$ cat src/rtl/prog_counter_ras.sv
// prog_counter_ras: fetch-stage program counter with stall hold, branch/jump
// redirect and call/return through an internal circular return-address stack.
// Optional feature macro: PC_RAS_EN. When it is defined, the return-address
// stack is built. When it is undefined, call acts as a plain jump, ret is
// ignored, and the stack flags are tied to their empty values.
// Vectors are [0:PC_W-1], so bit 0 is the MSB.
module prog_counter_ras #(
  parameter int              PC_W      = 32,
  parameter int              INC       = 4,
  parameter logic [0:PC_W-1] RESET_VEC = {PC_W{1'b0}},
  parameter int              RAS_DEPTH = 8
) (
  input  logic            clk,
  input  logic            rst,
  input  logic            stall,
  input  logic            br_taken,
  input  logic [0:PC_W-1] br_target,
  input  logic            call,
  input  logic            ret,
  output logic [0:PC_W-1] pc,
  output logic [0:PC_W-1] pc_plus,
  output logic            ras_empty,
  output logic            ras_full,
  output logic            ras_err
);

  localparam int              INC_LOG2   = $clog2(INC);
  localparam logic [0:PC_W-1] ONE_V      = {{(PC_W-1){1'b0}}, 1'b1};
  localparam logic [0:PC_W-1] INC_V      = ONE_V << INC_LOG2;
  localparam logic [0:PC_W-1] ALIGN_MASK = ~(INC_V - ONE_V);

  // Clear the low log2(INC) bits of any address loaded into the PC.
  function automatic logic [0:PC_W-1] align_addr(input logic [0:PC_W-1] addr);
    return addr & ALIGN_MASK;
  endfunction

  logic [0:PC_W-1] pc_r;
  logic [0:PC_W-1] pc_plus_s;
  logic [0:PC_W-1] pc_next_s;

  assign pc_plus_s = pc_r + INC_V;
  assign pc        = pc_r;
  assign pc_plus   = pc_plus_s;

`ifdef PC_RAS_EN

  localparam int PTR_W = $clog2(RAS_DEPTH);
  localparam int CNT_W = $clog2(RAS_DEPTH + 1);
  localparam logic [CNT_W-1:0] CNT_ZERO = {CNT_W{1'b0}};
  localparam logic [CNT_W-1:0] CNT_ONE  = CNT_W'(1);
  localparam logic [CNT_W-1:0] CNT_MAX  = CNT_W'(RAS_DEPTH);
  localparam logic [PTR_W-1:0] PTR_ONE  = PTR_W'(1);

  logic [0:PC_W-1]  ras_mem_r [RAS_DEPTH];
  logic [PTR_W-1:0] top_r;
  logic [PTR_W-1:0] top_next_s;
  logic [CNT_W-1:0] cnt_r;
  logic [CNT_W-1:0] cnt_next_s;
  logic             empty_r;
  logic             full_r;
  logic             err_r;
  logic             pop_s;
  logic             underflow_s;
  logic             push_s;
  logic             overflow_s;

  // Decode this cycle's stack operation; ret outranks call, stall drops both.
  always_comb begin
    pop_s       = 1'b0;
    underflow_s = 1'b0;
    push_s      = 1'b0;
    overflow_s  = 1'b0;
    if (stall) begin
      pop_s = 1'b0;
    end else if (ret) begin
      if (cnt_r == CNT_ZERO) begin
        underflow_s = 1'b1;
      end else begin
        pop_s = 1'b1;
      end
    end else if (call) begin
      push_s     = 1'b1;
      overflow_s = (cnt_r == CNT_MAX);
    end else begin
      push_s = 1'b0;
    end
  end

  // Next stack pointer and occupancy; a full push wraps over the oldest entry.
  always_comb begin
    top_next_s = top_r;
    cnt_next_s = cnt_r;
    if (pop_s) begin
      top_next_s = top_r - PTR_ONE;
      cnt_next_s = cnt_r - CNT_ONE;
    end else if (push_s) begin
      top_next_s = top_r + PTR_ONE;
      if (overflow_s) begin
        cnt_next_s = cnt_r;
      end else begin
        cnt_next_s = cnt_r + CNT_ONE;
      end
    end else begin
      top_next_s = top_r;
    end
  end

  // Next PC; the stack is only read on a pop, so an empty stack never feeds the PC.
  always_comb begin
    pc_next_s = pc_plus_s;
    if (stall) begin
      pc_next_s = pc_r;
    end else if (pop_s) begin
      pc_next_s = align_addr(ras_mem_r[top_r]);
    end else if (underflow_s) begin
      pc_next_s = pc_plus_s;
    end else if (call || br_taken) begin
      pc_next_s = align_addr(br_target);
    end else begin
      pc_next_s = pc_plus_s;
    end
  end

  // Stack storage: write the link value into the slot the pointer moves to.
  always_ff @(posedge clk) begin
    if (rst && push_s) begin
      ras_mem_r[top_next_s] <= pc_plus_s;
    end
  end

  // PC, stack pointer, occupancy and registered status flags.
  always_ff @(posedge clk) begin
    if (!rst) begin
      pc_r    <= RESET_VEC;
      top_r   <= {PTR_W{1'b0}};
      cnt_r   <= CNT_ZERO;
      empty_r <= 1'b1;
      full_r  <= 1'b0;
      err_r   <= 1'b0;
    end else begin
      pc_r    <= pc_next_s;
      top_r   <= top_next_s;
      cnt_r   <= cnt_next_s;
      empty_r <= (cnt_next_s == CNT_ZERO);
      full_r  <= (cnt_next_s == CNT_MAX);
      err_r   <= err_r | underflow_s | overflow_s;
    end
  end

  assign ras_empty = empty_r;
  assign ras_full  = full_r;
  assign ras_err   = err_r;

`else

  logic unused_ret_s;
  assign unused_ret_s = ret;

  // Next PC without a stack: call is a plain jump and ret falls through.
  always_comb begin
    pc_next_s = pc_plus_s;
    if (stall) begin
      pc_next_s = pc_r;
    end else if (call || br_taken) begin
      pc_next_s = align_addr(br_target);
    end else begin
      pc_next_s = pc_plus_s;
    end
  end

  // PC register.
  always_ff @(posedge clk) begin
    if (!rst) begin
      pc_r <= RESET_VEC;
    end else begin
      pc_r <= pc_next_s;
    end
  end

  assign ras_empty = 1'b1;
  assign ras_full  = 1'b0;
  assign ras_err   = 1'b0;

`endif

endmodule

$ cat config.mk
export PLATFORM = sky130hd
export DESIGN_NAME = prog_counter_ras
export DESIGN_NICKNAME = d
export VERILOG_FILES = /design/src/rtl/prog_counter_ras.sv
export SDC_FILE = /design/constraint.sdc
export NUM_CORES = 1
export LEC_CHECK = 0
export ABC_AREA = 1
export CAP_MARGIN = 20
export CORE_ASPECT_RATIO = 0.9
export CORE_UTILIZATION = 35
export CTS_BUF_LIST = sky130_fd_sc_hd__clkbuf_8
export DETAILED_ROUTE_END_ITERATION = 16
export GPL_ROUTABILITY_DRIVEN = 0
export PLACE_DENSITY_LB_ADDON = 0.08
export SLEW_MARGIN = 20
export SYNTH_ARGS = -nofsm -noshare
export SYNTH_HDL_FRONTEND = slang
export SYNTH_SLANG_ARGS = --single-unit
$ cat constraint.sdc
create_clock -name clk -period 1.45 [get_ports clk]
set_input_delay 0.3625 -clock clk [delete_from_list [all_inputs] [get_ports clk]]
set_output_delay 0.3625 -clock clk [all_outputs]
set_load 0.005 [all_outputs]
======== After elaboration in Yosys (flattened, before gate mapping) ========
Cells that the tools add are included.
cells by class
  reductions and logical operators ........ 1
  divide/modulo/power cells ............... 0
  multiplexer cells ....................... 1
  shift operators ......................... 0
  add/subtract/negate cells ............... 1
  bitwise gates (word level) .............. 0
  eq/ne operators ......................... 0
  order comparisons ....................... 0
  multiply operators ...................... 0
operators by type and width
  cell                                            count
  adder 32 x 3 -> 32 bit (second input constant)  1
  two-way mux 32 bit                              1
  logical OR 1 bit                                1
storage, ports and cells
  RAM bits ................................ 0
  bits in latches ......................... 0
  register bits ........................... 32
  input port bits ......................... 38
  word-level logic and storage cells ...... 4
  output and inout port bits .............. 67
  bits in read-only memories .............. 0
  memories kept ........................... 0

======== Depth between registers and ports, before layout ========
  depth after elaboration ................. 2
  depth in mapped cells ................... 10
  gate-level depth less buffers ........... 10

======== Least setup slack after synthesis ========
OpenSTA, ideal clock, no wires.
  path kind ............................... reg2out
  from .................................... register pc_r (netlist bit pc[28])
  to ...................................... output port pc_plus[9] in the netlist's numbering
  data required time ...................... 1087 ps
  buffers on the path ..................... 0
  slack ................................... -134 ps
  cell stages (with the launch flop) ...... 9
  arrival ................................. 1222 ps
  cells stage by stage .................... dfxtp_1 -> ha_1 -> nand2_1 -> nor2_4 -> nand2_4 -> nor2_4 -> nand2_1 -> nand2_1 -> nand2_1
on the way
  longest elaborated chain between the ends .. 1
ends and longest elaborated chain
  element                 line  source
  start, declared         37    logic [0:PC_W-1] pc_r;
  start signal, assigned  176   pc_r <= pc_next_s;
  adder 32 x 3 -> 32 bit  41    assign pc_plus_s = pc_r + INC_V;
  end, declared           21    output logic [0:PC_W-1] pc_plus,
Every way passes these cells.

======== Final worst setup path ========
  from .................................... register pc_r (netlist bit pc[28])
  to ...................................... output port pc_plus[17] in the netlist's numbering
The elaborated chain is that of the path after synthesis.

==> flow_summary.ini <==
[status]
status = complete, but fails checks
violations = setup timing

[critical_path]
crit_slowest_cell = sky130_fd_sc_hd__dfxtp_4
max_stage_delay_ns = 0.38
critical_path.startpoint_type = flop
critPathCaptureType = output pin
crit_path_max_fanout = 5
reg2reg_setup_slack_ns = -0.62
arrival_ns = 1.80
crit_type = flop to output pin
path_cells = ha_4 -> nand2_4 -> nor2_4 -> nand2_4 -> nor2_4 -> buf_6 -> xor2_2 -> buf_2
required_ns = 1.09

[synthesis]
avgSynthCellArea_um2 = 6.06
synth_common_cells = sky130_fd_sc_hd__nand2_1, sky130_fd_sc_hd__nor2_1, sky130_fd_sc_hd__a21oi_1
ys_seq_elements = 30
syn-instance-count = 382
post-synth-top-count-cell = sky130_fd_sc_hd__nand2_1
number_of_flops_mapped_to_enable_cells_by_yosys = 0
synth_top_flop_cell = sky130_fd_sc_hd__dfxtp_1
seq_area_frac_synth_pct = 25.9
async_reset_ff_share_pct = 0
yosys.cell_types.count = 24
synthesis.yosys.warnings = 0
synth.top_cells.by_area = sky130_fd_sc_hd__dfxtp_1, sky130_fd_sc_hd__nand2_1, sky130_fd_sc_hd__a21oi_1
synth_top_cell_area_share_pct = 25.9
synth_top_cell_by_area = sky130_fd_sc_hd__dfxtp_1
netlist_area_um2 = 2310

[pwr]
p_switching_mw = 0.863
power_frac_clock_pct = 26.3
power.density_nw_per_um2 = 521
p_comb_share_pct = 37.3
post-layout-total-power_mw = 2.65
irDropWorstVdd_uv = 387
internal_power_mw = 1.78
seq_power_share_pct = 36.4
sw_frac_of_total_pct = 32.6
power.static_leakage_nw = 2.42

[timing]
hold_viol_final = 0
report.final.setup_viol = 52
fin_worst_skew_ns = 0.00645
setup_total_negative_slack_ns = -21.06
timing.final.ws_setup_ns = -0.713
period_needed_ns = 2.16
post_route_clock_period_utilization_pct = 149
grt_setup_unrepaired = yes
final_max_slew_viol_count = 0
fmaxAchievable_mhz = 462
fin_worst_hold_slack_ns = 0.606

[detailed_routing]
dr.pass1.iters = 5
initialDrtViolationCount = 240
avgRoutedWirePerCell_um = 17.1
vias = 3653
postRouteWirelength_um = 11800
drtAntennaViolNets = 0
drt-vias-per-instance = 5.29
drcViolationCount = 0

[cts]
cts_tree = built
clk_pin_slew_ns = 0.06
cts_root_buffer = sky130_fd_sc_hd__clkbuf_8
cts.hold.buffers_added = 0
number_of_h_tree_levels = 2
cts_buffers = 5
clk-insertion-delay-late_ns = 0.29
numClockSinks = 30
cts-root-to-sink-buffers = 2

[layout]
largest_register_ff_count = 30
post-route-util_pct = 81.4
finalInstanceArea_um2 = 5080
layout.nets = 643
diodes = 0
post_route_cells_drive_above_1_share_pct = 57.9
area.growth.synth_to_final_pct = 120

[placement]
numPortBuffers = 94
final_hpwl_from_detailed_placement_um = 5900
dpl-instance-area_um2 = 3820

[floorplan]
core-area_um2 = 6250
initial_utilization_pct = 37.0
die_area_um2 = 6940
io_pins = 105
die_h_um = 79.2
std_cell_rows = 27
die_x_um = 87.7

[global_route]
globalRoute.totalOverflow = 0
grt_first_pass_wirelength_um = 15200
tot_gr_track_use_pct = 27.7
grt_start_max_net_pins = 28
number_of_global_route_vias_before_repair = 3329
antenna_found_initial = 0

[job]
max_cap_violations = 0

[worst_hold_path]
min-delay-path-class = flop to flop
==> critical path, delay by kind of cell, from the launching register on <==
family        cells  cell delay, ns
xor+xnor          1            0.13
fa+ha+maj         1            0.15
buf+inv           2            0.26
flops             1            0.38
simple gates      4            0.58
==> what timing repair did <==
action | CTS | global route
pin swaps | 69 | 67
setup buffers | 75 | 22
gates resized for setup | 289 | 120
setup endpoints to repair | 72 | 64
==> stage by stage <==
step,setup WS [ns],std cells
2_1_floorplan,-0.0728,387
3_3_place_gp,-0.629,612
3_5_place_dp,-0.647,612
4_1_cts,-0.598,686
5_1_grt,-0.749,690
6_report,-0.713,690
==> metal layers <==
layer / up-vias / GRT usage (%) / part of all wire, %
met5: - / 0 / 0
met4: 0 / 11.8 / 5.3
met3: 69 / 4.26 / 6.5
met2: 239 / 47.9 / 50
met1: 1718 / 33.9 / 38
li1: 1627 / - / -
==> path summary, 6_finish.rpt <==
kind,from,to,cells after the start
worst min register to register,pc[0],pc[0],3
worst max-delay path,pc[28],pc_plus[17],8
worst max register to register,pc[28],pc[11],16
worst min-delay path,pc[0],pc[0],3
==> cell usage in the layout (no fill, tap or decap), types with 4 or more instances in the layout <==
cell                              synthesis  routed
sky130_fd_sc_hd__clkdlybuf4s50_1          0      34
sky130_fd_sc_hd__nand3_2                  0      17
sky130_fd_sc_hd__nand2_4                  3      19
sky130_fd_sc_hd__a21oi_1                 44      27
sky130_fd_sc_hd__nand2_2                  2      36
sky130_fd_sc_hd__xor2_2                   7      10
sky130_fd_sc_hd__dfxtp_4                  0       8
sky130_fd_sc_hd__buf_6                    0      47
sky130_fd_sc_hd__xnor2_4                  0       4
sky130_fd_sc_hd__buf_2                    1      28
sky130_fd_sc_hd__a21oi_2                  0      17
sky130_fd_sc_hd__conb_1                   2       7
sky130_fd_sc_hd__inv_1                   27      24
sky130_fd_sc_hd__nand2_1                124      74
sky130_fd_sc_hd__dlygate4sd2_1            0      22
sky130_fd_sc_hd__nor2_2                   2       8
sky130_fd_sc_hd__buf_4                    7      88
sky130_fd_sc_hd__o21ai_0                 17      17
sky130_fd_sc_hd__nand3_4                  0       5
sky130_fd_sc_hd__clkbuf_8                 0       6
sky130_fd_sc_hd__nor2_4                  10      19
sky130_fd_sc_hd__nor2_1                  55      40
sky130_fd_sc_hd__dfxtp_2                  0      21
sky130_fd_sc_hd__clkbuf_2                 0       7
==> cells by family (layout without fill, tap and decap cells) <==
family          count (synthesis)  count (layout)  synth area share (%)
xor+xnor                       15              15                  7.95
buf+inv                        48             264                  8.97
simple gates                  224             224                  42.8
fa+ha+maj                       1               1                 0.540
compound gates                 62              62                  13.5
other cells                     2               7                 0.324
flops                          30              30                  25.9
==> final cells by class <==
cell class                 count  area [um^2]
fill                         342         1160
timing repair buffer         230         1970
clock buffer                   6         82.6
sequential                    30          657
inverter                      28          115
tap                           87          109
multi-input combinational    309         2150
==> power groups by stage <==
stage	Sequential [mW]	Clock, mW	Combinational [mW]
floorplan	0.978	0	0.269
global placement	0.952	0	0.810
detailed placement	0.953	0	0.814
CTS	0.948	0.697	0.883
global route	0.966	0.737	1.05
finish	0.964	0.697	0.987
Note: power is estimated with default switching activity, not from simulation.
